**src/rtl/sys_array_result_drain_if.sv**
```systemverilog
// Output stream bundle for sys_array_result_drain.
//   m_valid  : beat valid (driven by master)
//   m_ready  : consumer accepts beat (driven by slave)
//   m_data   : element value, 2*DATA_WIDTH bits
//   m_row    : row index of the current beat
//   m_col    : column index of the current beat
//   m_last   : current beat is element (W-1, W-1)
interface sys_array_result_drain_if #(
    parameter int DATA_WIDTH = 8,
    parameter int ARRAY_W    = 5
);
    localparam int IDX_W = $clog2(ARRAY_W);

    logic                    m_valid;
    logic                    m_ready;
    logic [2*DATA_WIDTH-1:0] m_data;
    logic [IDX_W-1:0]        m_row;
    logic [IDX_W-1:0]        m_col;
    logic                    m_last;

    modport master (
        output m_valid, m_data, m_row, m_col, m_last,
        input  m_ready
    );

    modport slave (
        input  m_valid, m_data, m_row, m_col, m_last,
        output m_ready
    );
endinterface

```
**src/rtl/sys_array_result_drain.sv**
```systemverilog
// Captures the ARRAY_W x ARRAY_W result matrix from sys_array_fetcher on a
// rising edge of res_ready and streams it out row-major, one element per
// valid/ready beat, tagged with (row, col, last).
//   clk        : clock, rising edge
//   reset_n    : asynchronous reset, active low
//   res_ready  : fetcher ready level; its rising edge marks a new result
//   res_data   : fetcher result matrix, sampled only at the capture edge
//   stream     : master side of the output beat stream
//   busy       : high while streaming
//   overrun    : sticky, a new result arrived while the previous was still streaming
module sys_array_result_drain #(
    parameter int DATA_WIDTH = 8,
    parameter int ARRAY_W    = 5
) (
    input  logic                                                clk,
    input  logic                                                reset_n,
    input  logic                                                res_ready,
    input  logic [0:ARRAY_W-1][0:ARRAY_W-1][2*DATA_WIDTH-1:0]   res_data,
    sys_array_result_drain_if.master                            stream,
    output logic                                                busy,
    output logic                                                overrun
);
    localparam int IDX_W = $clog2(ARRAY_W);
    localparam logic [IDX_W-1:0] LAST_IDX = IDX_W'(ARRAY_W - 1);

    typedef enum logic {
        IDLE,
        STREAM
    } state_t;

    state_t state;
    state_t next_state;

    logic                                               rdy_q;
    logic [0:ARRAY_W-1][0:ARRAY_W-1][2*DATA_WIDTH-1:0]  res_buf;
    logic [IDX_W-1:0]                                   row;
    logic [IDX_W-1:0]                                   col;

    logic new_res;
    logic hs;
    logic at_last;
    logic load;
    logic advance;
    logic set_ovr;

    always_ff @(posedge clk or negedge reset_n) begin
        if (!reset_n) begin
            state <= IDLE;
        end else begin
            state <= next_state;
        end
    end

    always_comb begin
        next_state = state;
        load       = 1'b0;
        advance    = 1'b0;
        set_ovr    = 1'b0;
        new_res    = res_ready & ~rdy_q;
        hs         = (state == STREAM) & stream.m_ready;
        at_last    = (row == LAST_IDX) && (col == LAST_IDX);

        case (state)
            IDLE: begin
                if (new_res) begin
                    load       = 1'b1;
                    next_state = STREAM;
                end
            end
            STREAM: begin
                if (hs && at_last) begin
                    // A result landing exactly on the final accepted beat
                    // chains straight into the next stream without a gap.
                    if (new_res) begin
                        load = 1'b1;
                    end else begin
                        next_state = IDLE;
                    end
                end else begin
                    advance = hs;
                    set_ovr = new_res;
                end
            end
            default: next_state = IDLE;
        endcase
    end

    // rdy_q resets high so a level already asserted through reset is not
    // mistaken for a fresh result.
    always_ff @(posedge clk or negedge reset_n) begin
        if (!reset_n) begin
            rdy_q   <= 1'b1;
            row     <= '0;
            col     <= '0;
            overrun <= 1'b0;
        end else begin
            rdy_q <= res_ready;
            if (set_ovr) begin
                overrun <= 1'b1;
            end
            if (load) begin
                row <= '0;
                col <= '0;
            end else if (advance) begin
                if (col == LAST_IDX) begin
                    col <= '0;
                    row <= row + IDX_W'(1);
                end else begin
                    col <= col + IDX_W'(1);
                end
            end
        end
    end

    always_ff @(posedge clk) begin
        if (load) begin
            res_buf <= res_data;
        end
    end

    assign busy           = (state == STREAM);
    assign stream.m_valid = busy;
    assign stream.m_data  = busy ? res_buf[row][col] : '0;
    assign stream.m_row   = busy ? row : '0;
    assign stream.m_col   = busy ? col : '0;
    assign stream.m_last  = busy & at_last;
endmodule

```
**src/flat_wrapper.sv**
```systemverilog
// flat-port wrapper written by rule: the top's interface ports become plain ports
module sys_array_result_drain_flat 
#(
    parameter int DATA_WIDTH = 8,
    parameter int ARRAY_W    = 5
)
  (clk, reset_n, res_ready, res_data, busy, overrun, stream_m_valid, stream_m_data, stream_m_row, stream_m_col, stream_m_last, stream_m_ready);
  sys_array_result_drain_if #(.DATA_WIDTH(DATA_WIDTH), .ARRAY_W(ARRAY_W)) stream_i ();
  input  logic clk;
  input  logic reset_n;
  input  logic res_ready;
  input  logic [0:ARRAY_W-1][0:ARRAY_W-1][2*DATA_WIDTH-1:0] res_data;
  output logic busy;
  output logic overrun;
  output wire logic [$bits(stream_i.m_valid)-1:0] stream_m_valid;
  output wire logic [$bits(stream_i.m_data)-1:0] stream_m_data;
  output wire logic [$bits(stream_i.m_row)-1:0] stream_m_row;
  output wire logic [$bits(stream_i.m_col)-1:0] stream_m_col;
  output wire logic [$bits(stream_i.m_last)-1:0] stream_m_last;
  input wire logic [$bits(stream_i.m_ready)-1:0] stream_m_ready;
  assign stream_m_valid = stream_i.m_valid;
  assign stream_m_data = stream_i.m_data;
  assign stream_m_row = stream_i.m_row;
  assign stream_m_col = stream_i.m_col;
  assign stream_m_last = stream_i.m_last;
  assign stream_i.m_ready = stream_m_ready;
  sys_array_result_drain #(.DATA_WIDTH(DATA_WIDTH), .ARRAY_W(ARRAY_W)) u_core (.clk(clk), .reset_n(reset_n), .res_ready(res_ready), .res_data(res_data), .stream(stream_i), .busy(busy), .overrun(overrun));
endmodule
```
**config.mk**
```make
export PLATFORM = sky130hd
export DESIGN_NAME = sys_array_result_drain_flat
export DESIGN_NICKNAME = d
export VERILOG_FILES = /design/src/rtl/sys_array_result_drain_if.sv /design/src/rtl/sys_array_result_drain.sv /design/src/flat_wrapper.sv
export SDC_FILE = /design/constraint.sdc
export NUM_CORES = 1
export LEC_CHECK = 0
export CAP_MARGIN = 25
export CORE_MARGIN = 2
export CORE_UTILIZATION = 40
export CTS_BUF_LIST = sky130_fd_sc_hd__clkbuf_4 sky130_fd_sc_hd__clkbuf_8
export CTS_CLUSTER_DIAMETER = 30
export DETAILED_ROUTE_END_ITERATION = 8
export GPL_ROUTABILITY_DRIVEN = 0
export PLACE_DENSITY = 0.68
export REMOVE_ABC_BUFFERS = 1
export SLEW_MARGIN = 20
export SYNTH_ARGS = -nofsm -noshare
export SYNTH_HDL_FRONTEND = slang
export SYNTH_SLANG_ARGS = --single-unit
export TNS_END_PERCENT = 1
```
**constraint.sdc**
```tcl
create_clock -name clk -period 40.1 [get_ports clk]
set_clock_uncertainty 0.1 [all_clocks]
set_input_delay 8.02 -clock clk [delete_from_list [all_inputs] [get_ports clk]]
set_output_delay 8.02 -clock clk [all_outputs]
set_load 0.02 [all_outputs]
```
==> results of run 1 <==
==> metal layers <==
layer | wire length [um] | up-vias | share of wire (%)
met5 | 34 | - | 0.078
met1 | 17100 | 4797 | 39
met2 | 22000 | 380 | 51
met3 | 3180 | 77 | 7.3
li1 | - | 4345 | -
met4 | 1150 | 6 | 2.6
==> layout make-up <==
| type | instances | area, um2 | share of cell area [%] |
|---|---|---|---|
| inverter | 7 | 26.3 | 0.114 |
| timing repair buffer | 439 | 4390 | 19.1 |
| multi-input combinational | 330 | 3440 | 15.0 |
| sequential | 409 | 12200 | 53.3 |
| clock inverter | 73 | 862 | 3.75 |
| antenna | 4 | 10.0 | 0.0436 |
| tap | 525 | 657 | 2.86 |
| clock buffer | 101 | 1350 | 5.86 |
==> sequential cells by signal, indices dropped and copies added (netlist names) <==
| register | flops |
|---|---|
| u_core.res_buf | 400 |
| u_core.rdy_q | 1 |
| u_core.overrun | 1 |
| u_core.row | 3 |
| u_core.busy | 1 |
| u_core.col | 3 |
==> cells by family (layout without fill, tap and decap cells) <==
family / after synthesis / in the layout / synth area share [%]
AO/OA/AOI/OAI: 130 / 130 / 6.17
XOR/XNOR: 2 / 2 / 0.110
adder cells (fa/ha/maj): 4 / 4 / 0.313
buffers and inverters: 61 / 620 / 2.06
flip-flops: 409 / 409 / 76.5
multiplexers: 148 / 148 / 13.1
other: 0 / 4 / 0
AND/OR/NAND/NOR: 46 / 46 / 1.67
==> worst paths after layout <==
| check | startpoint | endpoint | slack, ps | cells after the start |
|---|---|---|---|---|
| setup / recovery | u_core.row[0] | stream_m_data[11] | 27590 | 6 |
| hold / removal | u_core.overrun | u_core.overrun | 400 | 1 |
| setup reg to reg | u_core.col[0] | u_core.res_buf[215] | 35680 | 8 |
| hold reg to reg | u_core.overrun | u_core.overrun | 400 | 1 |
| max in group asynchronous | reset_n | u_core.row[2] | 31940 | 1 |
| min in group asynchronous | reset_n | u_core.overrun | 7600 | 1 |
==> metrics by stage <==
stage | instances | utilization [%] | setup WS [ps]
CTS | 1884 | 58.1 | 27430
floorplan | 746 | - | 12790
finish | 1888 | 58.1 | 27590
global route | 1888 | 58.1 | 27340
detailed placement | 1710 | 52.5 | 28130
global placement | 1709 | 52.5 | 28210
==> cells in the mapped netlist, types with 2 or more instances <==
cell / instances / area share [%]
o221ai_1: 15 / 0.82
buf_12: 2 / 0.25
nand4_1: 2 / 0.078
a311o_1: 15 / 0.94
o21ai_0: 32 / 1.0
buf_2: 18 / 0.56
mux4_1: 8 / 1.3
nor3b_1: 2 / 0.094
a22o_1: 15 / 0.82
nand2_1: 6 / 0.14
nor3_1: 4 / 0.13
buf_1: 2 / 0.047
inv_1: 7 / 0.16
buf_4: 4 / 0.19
a21oi_1: 17 / 0.53
o311a_1: 15 / 0.94
or2_2: 2 / 0.078
buf_6: 4 / 0.28
mux2i_1: 100 / 6.3
clkbuf_1: 24 / 0.56
and2_1: 8 / 0.31
dfrtp_1: 8 / 1.3
nor2_1: 9 / 0.21
a221oi_1: 15 / 0.82
nor2b_1: 2 / 0.078
xnor2_1: 2 / 0.11
ha_1: 4 / 0.31
nand2b_1: 3 / 0.12
edfxtp_1: 400 / 75
mux4_2: 39 / 5.5
==> worst reg2reg max path: cells and delay by family (launching register included) <==
kind,cells,cell delay (ps)
compound gates,1,370
buf+inv,4,1970
fa+ha+maj,1,210
simple gates,2,400
flops,1,670
==> power by group through the flow <==
stage	registers, W	logic [W]	clock network (W)
4_1_cts	0.000499	0.000366	0.000560
3_3_place_gp	0.000507	0.000361	0
5_1_grt	0.000500	0.000381	0.000580
6_report	0.000498	0.000359	0.000548
2_1_floorplan	0.000529	0.000191	0
3_5_place_dp	0.000508	0.000364	0
==> summary.txt, run 1 <==
Final layout
  – Design area: 23,000 um2
  – Leading cell type in the layout, fill and taps excluded: clkdlybuf4s50_1
  – Nets: 1,688
  – Most frequent cells in the layout: 429 x clkdlybuf4s50_1, 400 x edfxtp_1, 100 x mux2i_1
  – Fillers: 2,982
  – Area Overhead vs Synth: 43.8%
  – Share of post-route cells with drive strength above 1: 16.2%

STA
  – RSZ-0062 raised after global routing: false
  – Tcrit/Tclk final: 31.2%
  – Worst Hold Slack: 401 ps
  – Final-report hold violation count: 0
  – Finish-stage setup viols: 0
  – Slew @ Worst Pin: 1190 ps
  – Fmax: 0.0799 GHz
  – Final Slew Violations: 0
  – Worst slew margin: 20.9%
  – Period minus WS final: 12,510 ps
  – Setup TNS: 0 ps

Clock network
  – CTS tree: yes
  – CTS-repair resized insts: 0
  – Number of clock sinks: 409
  – Htree depth: 3
  – Clock root cell: clkbuf_8
  – Clock transition at path regs: 60 ps
  – Worst skew pair latency: 630 ps
  – Post-CTS Setup Repair Bufs: 0
  – CTS Buf Count: 93
  – CTS max path bufs: 3
  – Hold-fix buffers, CTS: 0

Global routing
  – Met3 Track Usage GR: 6.04%
  – First-pass GRT wire length: 61,500 um
  – Global route total overflow: 0
  – Pin count of the biggest net entering global routing: 203
  – GR peak layer: met2
  – Vias in the first global route: 10,200
  – Grt met2 use: 33.8%
  – Gr usage total: 20.3%
  – GR Util met1: 24.7%
  – Initial antenna violation count: 7

Setup path
  – Crit Path Max Fanout: 39
  – Critical path required time: 31,980 ps
  – Crit Path Class: flip-flop to output port
  – Worst Setup End Kind: output port
  – Worst setup SP type: flip-flop
  – CP Buf/Inv Count: 2
  – CP delay by family, top: buffers and inverters
  – CP Data Arrival Time: 4390 ps
  – Slowest stage delay, CP: 840 ps
  – Worst path cell trace: buf_4, nand2b_1, o221ai_1, o311a_1, a311o_1, clkdlybuf4s50_1
  – CP max-delay cell: dfrtp_4

Power
  – Tot Pwr: 0.00141 W
  – VDD IR max: 45.2 uV
  – Int Pwr: 0.00100 W
  – Sequential share of power: 35.4%
  – Sw frac: 28.8%
  – Combinational share of power: 25.6%
  – Cell Pwr Density: 61.2 nW/um2
  – Clock Power Share: 39.0%
  – Switching power of the nets: 0.000405 W
  – Leakage power total: 7.82 nW

Floorplanning
  – Die height: 204 um
  – Core region area: 39,500 um2
  – Initial Util: 40.4%
  – # IOs: 430
  – Die Area: 41,600 um2
  – Site Rows: 73
  – Die Span X: 204 um

Synthesis
  – Synth Instances: 800
  – FF+latch count, synth: 409
  – Synthesized area per cell: 20.0 um2
  – EDFF count, synth: 400
  – Ys flop type: edfxtp_1
  – Synth Cell Area: 16,000 um2
  – Synth cell types: 46
  – FFs w/ async S/R, synth: 2.20%
  – Register area share after synthesis: 76.5%
  – Synth warn: 0

Routing
  – Via Count: 9,605
  – Initial DRC count: 561
  – DRC Markers: 0
  – WL final: 43,500 um
  – Wire per inst: 23.0 um
  – Final ANT Viol Nets: 0
  – Vias per Instance: 5.09
  – DRT Pass-1 Iters: 5

Placed design
  – Placed inst area: 20,800 um2
  – Final HPWL DP: 29,200 um
  – PortBufs: 429

Job
  – Max Cap Viol: 0

Run status
  – Status: finished, final reports clean

Min path
  – Worst min path class: flip-flop to flip-flop
No activity file was read; power rests on OpenSTA's default activity.
==> inputs of run 2 (changes only) <==
clock period = 12 ns   (was 40.1 ns; I/O delays follow)
==> summary.txt, run 2 (synthesis gave the netlist of run 1 again) <==
STA
  – Setup TNS: 0 ps (unchanged)
  – Setup ws final: 5330 ps (was 27,590 ps)
  – Slew @ Worst Pin: 1050 ps (was 1190 ps)
  – Tcrit/Tclk final: 55.6%
  – RSZ-0062 raised after global routing: false (unchanged)
  – Fmax: 0.150 GHz
  – Final Slew Violations: 0 (unchanged)
  – Final-report hold violation count: 0 (unchanged)
  – Period minus WS final: 6670 ps
  – Worst Hold Slack: 394 ps (was 401 ps)
  – Worst slew margin: 29.7% (was 20.9%)
  – Finish-stage setup viols: 0 (unchanged)

Routing
  – Via Count: 9,599 (was 9,605)
  – Final ANT Viol Nets: 0 (unchanged)
  – Initial DRC count: 635 (was 561)
  – Wire per inst: 23.2 um (was 23.0 um)
  – WL final: 43,700 um (was 43,500 um)
  – DRC Markers: 0 (unchanged)
  – Vias per Instance: 5.10 (was 5.09)
  – DRT Pass-1 Iters: 5 (unchanged)

Global routing
  – First-pass GRT wire length: 62,500 um (was 61,500 um)
  – Gr usage total: 20.7% (was 20.3%)
  – Global route total overflow: 0 (unchanged)
  – Vias in the first global route: 10,300 (was 10,200)
  – Initial antenna violation count: 8 (was 7)
  – Pin count of the biggest net entering global routing: 201 (was 203)

Clock network
  – CTS Buf Count: 92 (was 93)
  – Number of clock sinks: 409 (unchanged)
  – CTS-repair resized insts: 0 (unchanged)
  – Clock transition at path regs: 50 ps (was 60 ps)
  – Worst skew pair latency: 620 ps (was 630 ps)
  – Hold-fix buffers, CTS: 0 (unchanged)
  – Post-CTS Setup Repair Bufs: 0 (unchanged)
  – CTS tree: yes (unchanged)
  – Htree depth: 3 (unchanged)
  – CTS max path bufs: 3 (unchanged)
  – Clock root cell: clkbuf_8 (unchanged)

Floorplanning
  – Die Span X: 204 um (unchanged)
  – Site Rows: 73 (unchanged)
  – Die Area: 41,600 um2 (unchanged)
  – Core region area: 39,500 um2 (unchanged)
  – Die height: 204 um (unchanged)
  – Initial Util: 40.4% (unchanged)
  – # IOs: 430 (unchanged)

Final layout
  – Finished Core Util: 57.9% (was 58.1%)
  – Design area: 22,900 um2 (was 23,000 um2)
  – Largest register by flop count: u_core.res_buf (unchanged)
  – Share of post-route cells with drive strength above 1: 16.3% (was 16.2%)
  – Max FFs per register: 400 (unchanged)
  – Most frequent cells in the layout: 429 x clkdlybuf4s50_1, 400 x edfxtp_1, 100 x mux2i_1 (unchanged)
  – Nets: 1,686 (was 1,688)
  – Largest regs: u_core.res_buf (400), u_core.col (3), u_core.row (3) (unchanged)
  – Leading cell type in the layout, fill and taps excluded: clkdlybuf4s50_1 (unchanged)
  – Area Overhead vs Synth: 43.2% (was 43.8%)

Setup path
  – CP Buf/Inv Count: 2 (unchanged)
  – CP delay by family, top: buffers and inverters (unchanged)
  – Worst setup SP type: flip-flop (unchanged)
  – Slowest stage delay, CP: 1060 ps (was 840 ps)
  – Worst path cell trace: buf_4, mux4_2, o311a_1, a311o_1, clkdlybuf4s50_1 (was buf_4, nand2b_1, o221ai_1, o311a_1, a311o_1, clkdlybuf4s50_1)
  – Critical path required time: 9500 ps (was 31,980 ps)
  – Worst Setup End Kind: output port (unchanged)
  – CP Data Arrival Time: 4170 ps (was 4390 ps)
  – Crit Path Max Fanout: 57 (was 39)
  – CP max-delay cell: dfrtp_4 (unchanged)
  – Crit Path Class: flip-flop to output port (unchanged)

Placed design
  – Final HPWL DP: 29,400 um (was 29,200 um)
  – DP Worst Slack: 5840 ps (was 28,130 ps)
  – Placed inst area: 20,800 um2 (about the same)
  – PortBufs: 429 (unchanged)

Power
  – Cell Pwr Density: 201 nW/um2 (was 61.2 nW/um2)
  – VDD IR max: 94.9 uV (was 45.2 uV)
  – Leakage power total: 7.77 nW (was 7.82 nW)

Min path
  – Worst min path class: flip-flop to flip-flop (unchanged)

Run status
  – Status: finished, final reports clean (unchanged)

Job
  – Max Cap Viol: 0 (unchanged)
run 2: metrics by stage:
step	power, W	std cells
3_5_place_dp	0.00291	1708
3_3_place_gp	0.00289	1707
2_1_floorplan	0.00241	746
4_1_cts	0.00467	1877
5_1_grt	0.00480	1883
6_report	0.00460	1883
run 2: cell type report:
| class | instances | area [um2] |
|---|---|---|
| Antenna cell | 5 | 12.5 |
| Clock buffer | 117 | 1480 |
| Clock inverter | 52 | 616 |
| Fill cell | 3002 | 16700 |
| Inverter | 7 | 26.3 |
| Multi-Input combinational cell | 330 | 3440 |
| Sequential cell | 409 | 12200 |
| Tap cell | 525 | 657 |
| Timing Repair Buffer | 438 | 4410 |
run 2: per-layer routing:
metal / routed length, um / up-vias / part of all wire (%) / GRT usage [%]
met1: 17200 / 4776 / 39 / 25.6
li1: - / 4332 / - / -
met2: 21800 / 409 / 50 / 34.0
met4: 1140 / 6 / 2.6 / 9.10
met5: 32 / - / 0.073 / 0
met3: 3410 / 76 / 7.8 / 5.85
run 2: path summary, 6_finish.rpt:
| kind | from | endpoint | slack (ps) | depth (start not counted) |
|---|---|---|---|---|
| max reg2reg | u_core.col[0] | u_core.res_buf[255] | 7940 | 8 |
| min | u_core.overrun | u_core.overrun | 390 | 1 |
| min reg2reg | u_core.overrun | u_core.overrun | 390 | 1 |
| max in group asynchronous | reset_n | u_core.row[0] | 9440 | 1 |
| max | u_core.row[0] | stream_m_data[6] | 5330 | 5 |
| min in group asynchronous | reset_n | u_core.busy | 2000 | 1 |
run 2: power by group:
part / switching [W] / internal, W / leakage, nW / total (W)
Combinational: 0.000579 / 0.000595 / 3.01 / 0.00117
Sequential: 0.0000977 / 0.00159 / 3.69 / 0.00169
Clock: 0.000643 / 0.00110 / 1.06 / 0.00174
Total: 0.00132 / 0.00328 / 7.77 / 0.00460
==> inputs of run 3 (changes only) <==
PLACE_DENSITY = 0.71   (was 0.68)
clock period = 5.85 ns   (was 12 ns; I/O delays follow)
==> summary.txt, run 3 (synthesis gave the netlist of run 1 again) <==
STA
  – RSZ-0062 raised after global routing: false (unchanged)
  – Setup TNS: 0 ps (unchanged)
  – Tcrit/Tclk final: 87.1%
  – Period minus WS final: 5090 ps
  – Fmax: 0.196 GHz
  – Final Slew Violations: 0 (unchanged)
  – Finish-stage setup viols: 0 (unchanged)
  – Worst slew margin: 34.7% (was 29.7%)
  – Slew @ Worst Pin: 975 ps (was 1050 ps)
  – Final-report hold violation count: 0 (unchanged)

Clock network
  – Hold-fix buffers, CTS: 0 (unchanged)
  – Number of clock sinks: 409 (unchanged)
  – CTS Buf Count: 85 (was 92)
  – CTS max path bufs: 3 (unchanged)
  – Clock transition at path regs: 40 ps (was 50 ps)
  – Post-CTS Setup Repair Bufs: 0 (unchanged)
  – CTS tree: yes (unchanged)
  – Htree depth: 3 (unchanged)
  – Worst skew pair latency: 610 ps (was 620 ps)
  – Clock root cell: clkbuf_8 (unchanged)
  – CTS-repair resized insts: 0 (unchanged)

Setup path
  – CP Data Arrival Time: 3820 ps (was 4170 ps)
  – Critical path required time: 4580 ps (was 9500 ps)
  – Worst Setup End Kind: output port (unchanged)
  – Crit path from: u_core.row[2] (was u_core.row[0])
  – RR Startpoint: u_core.row[0] (was u_core.col[0])
  – Worst setup SP type: flip-flop (unchanged)
  – Crit Path Max Fanout: 42 (was 57)
  – Crit Path Class: flip-flop to output port (unchanged)

Global routing
  – Initial antenna violation count: 10 (was 8)
  – Global route total overflow: 0 (unchanged)
  – Gr usage total: 20.9% (was 20.7%)
  – First-pass GRT wire length: 62,900 um (was 62,500 um)
  – Pin count of the biggest net entering global routing: 77 (was 201)
  – Vias in the first global route: 10,400 (was 10,300)

Final layout
  – Largest regs: u_core.res_buf (400), u_core.col (3), u_core.row (3) (unchanged)
  – Area Overhead vs Synth: 42.7% (was 43.2%)
  – Share of post-route cells with drive strength above 1: 15.8% (was 16.3%)
  – Leading cell type in the layout, fill and taps excluded: clkdlybuf4s50_1 (unchanged)
  – Largest register by flop count: u_core.res_buf (unchanged)
  – Nets: 1,689 (was 1,686)
  – Most frequent cells in the layout: 429 x clkdlybuf4s50_1, 400 x edfxtp_1, 100 x mux2i_1 (unchanged)
  – Design area: 22,800 um2 (was 22,900 um2)
  – Max FFs per register: 400 (unchanged)
  – Fillers: 2,993 (was 3,002)

Min path
  – Worst min path class: flip-flop to flip-flop (unchanged)
  – Worst Hold Launch: u_core.overrun (unchanged)

Routing
  – Via Count: 9,693 (was 9,599)
  – Final ANT Viol Nets: 0 (unchanged)
  – DRC Markers: 0 (unchanged)
  – DRT Pass-1 Iters: 5 (unchanged)
  – Wire per inst: 23.2 um (about the same)
  – WL final: 43,800 um (was 43,700 um)
  – Initial DRC count: 638 (was 635)
  – Vias per Instance: 5.13 (was 5.10)

Power
  – Leakage power total: 7.72 nW (was 7.77 nW)
  – Sequential share of power: 38.3% (was 36.7%)
  – Combinational share of power: 26.5% (was 25.5%)
  – Sw frac: 29.3% (was 28.7%)
  – Cell Pwr Density: 398 nW/um2 (was 201 nW/um2)
  – Int Pwr: 0.00641 W (was 0.00328 W)
  – Tot Pwr: 0.00907 W (was 0.00460 W)
  – VDD IR max: 192 uV (was 94.9 uV)
  – Clock Power Share: 35.1% (was 37.8%)
  – Switching power of the nets: 0.00266 W (was 0.00132 W)

Run status
  – Status: finished, final reports clean (unchanged)

Floorplanning
  – Initial Util: 40.4% (unchanged)
  – Die Span X: 204 um (unchanged)
  – Site Rows: 73 (unchanged)
  – Die Area: 41,600 um2 (unchanged)
  – Die height: 204 um (unchanged)
  – # IOs: 430 (unchanged)
  – Core region area: 39,500 um2 (unchanged)

Job
  – Max Cap Viol: 0 (unchanged)

Placed design
  – PortBufs: 429 (unchanged)
  – Placed inst area: 20,900 um2 (was 20,800 um2)
  – Final HPWL DP: 31,300 um (was 29,400 um)
-- run 3: cell count changes in the layout (fill, tap and decap cells not counted), sizes merged --
cell / before / now
buf: 9 / 19
bufinv: 13 / 9
clkbuf: 117 / 103
clkinv: 26 / 34
clkinvlp: 11 / 10
diode: 5 / 11
inv: 9 / 10
-- run 3: path summary, 6_finish.rpt --
kind | depth (start not counted) | slack [ps] | to
worst max-delay path | 5 | 760 | stream_m_data[7]
worst max register to register | 8 | 2530 | u_core.res_buf[1]
min in group asynchronous | 1 | 770 | u_core.row[0]
worst min-delay path | 1 | 450 | u_core.overrun
worst min register to register | 1 | 450 | u_core.overrun
max in group asynchronous | 1 | 4540 | u_core.col[0]
-- run 3: layout make-up --
class	instances	area (um2)	area share, %
clock buffer	103	1320	5.80
clock inverter	56	541	2.37
timing repair buffer	448	4550	20.0
tap	525	657	2.88
sequential	409	12300	53.7
inverter	7	26.3	0.115
multi-input combinational	330	3440	15.1
antenna	11	27.5	0.121
-- run 3: power by group through the flow --
stage	clock network, W	logic [W]	registers, W
floorplan	0	0.00131	0.00363
global placement	0	0.00239	0.00354
detailed placement	0	0.00242	0.00354
CTS	0.00326	0.00243	0.00348
global route	0.00341	0.00255	0.00349
finish	0.00319	0.00241	0.00348
-- run 3: stage by stage --
step / cells / hold WS (ps) / utilization (%) / worst slack, ps
final: 1889 / 448 / 57.7 / 756
after global routing: 1888 / 474 / 57.7 / 568
after CTS: 1877 / 458 / 57.6 / 700
after detailed placement: 1718 / 444 / 52.9 / 1340
after global placement: 1717 / 429 / 52.8 / 1440
after floorplan: 746 / 481 / - / -16160
-- run 3: worst max-delay path, stage by stage, from the launching register on --
cell and delay [ps]:
dfrtp_4 680, nor4bb_1 500, and2_1 810, a22o_1 330, a311o_1 230, clkdlybuf4s50_1 630
-- run 3: layer usage --
layer	GRT usage, %	part of all wire (%)
met1	25.4	38
met2	35.3	52
met4	8.76	3.0
met5	0	0
met3	5.39	7.7
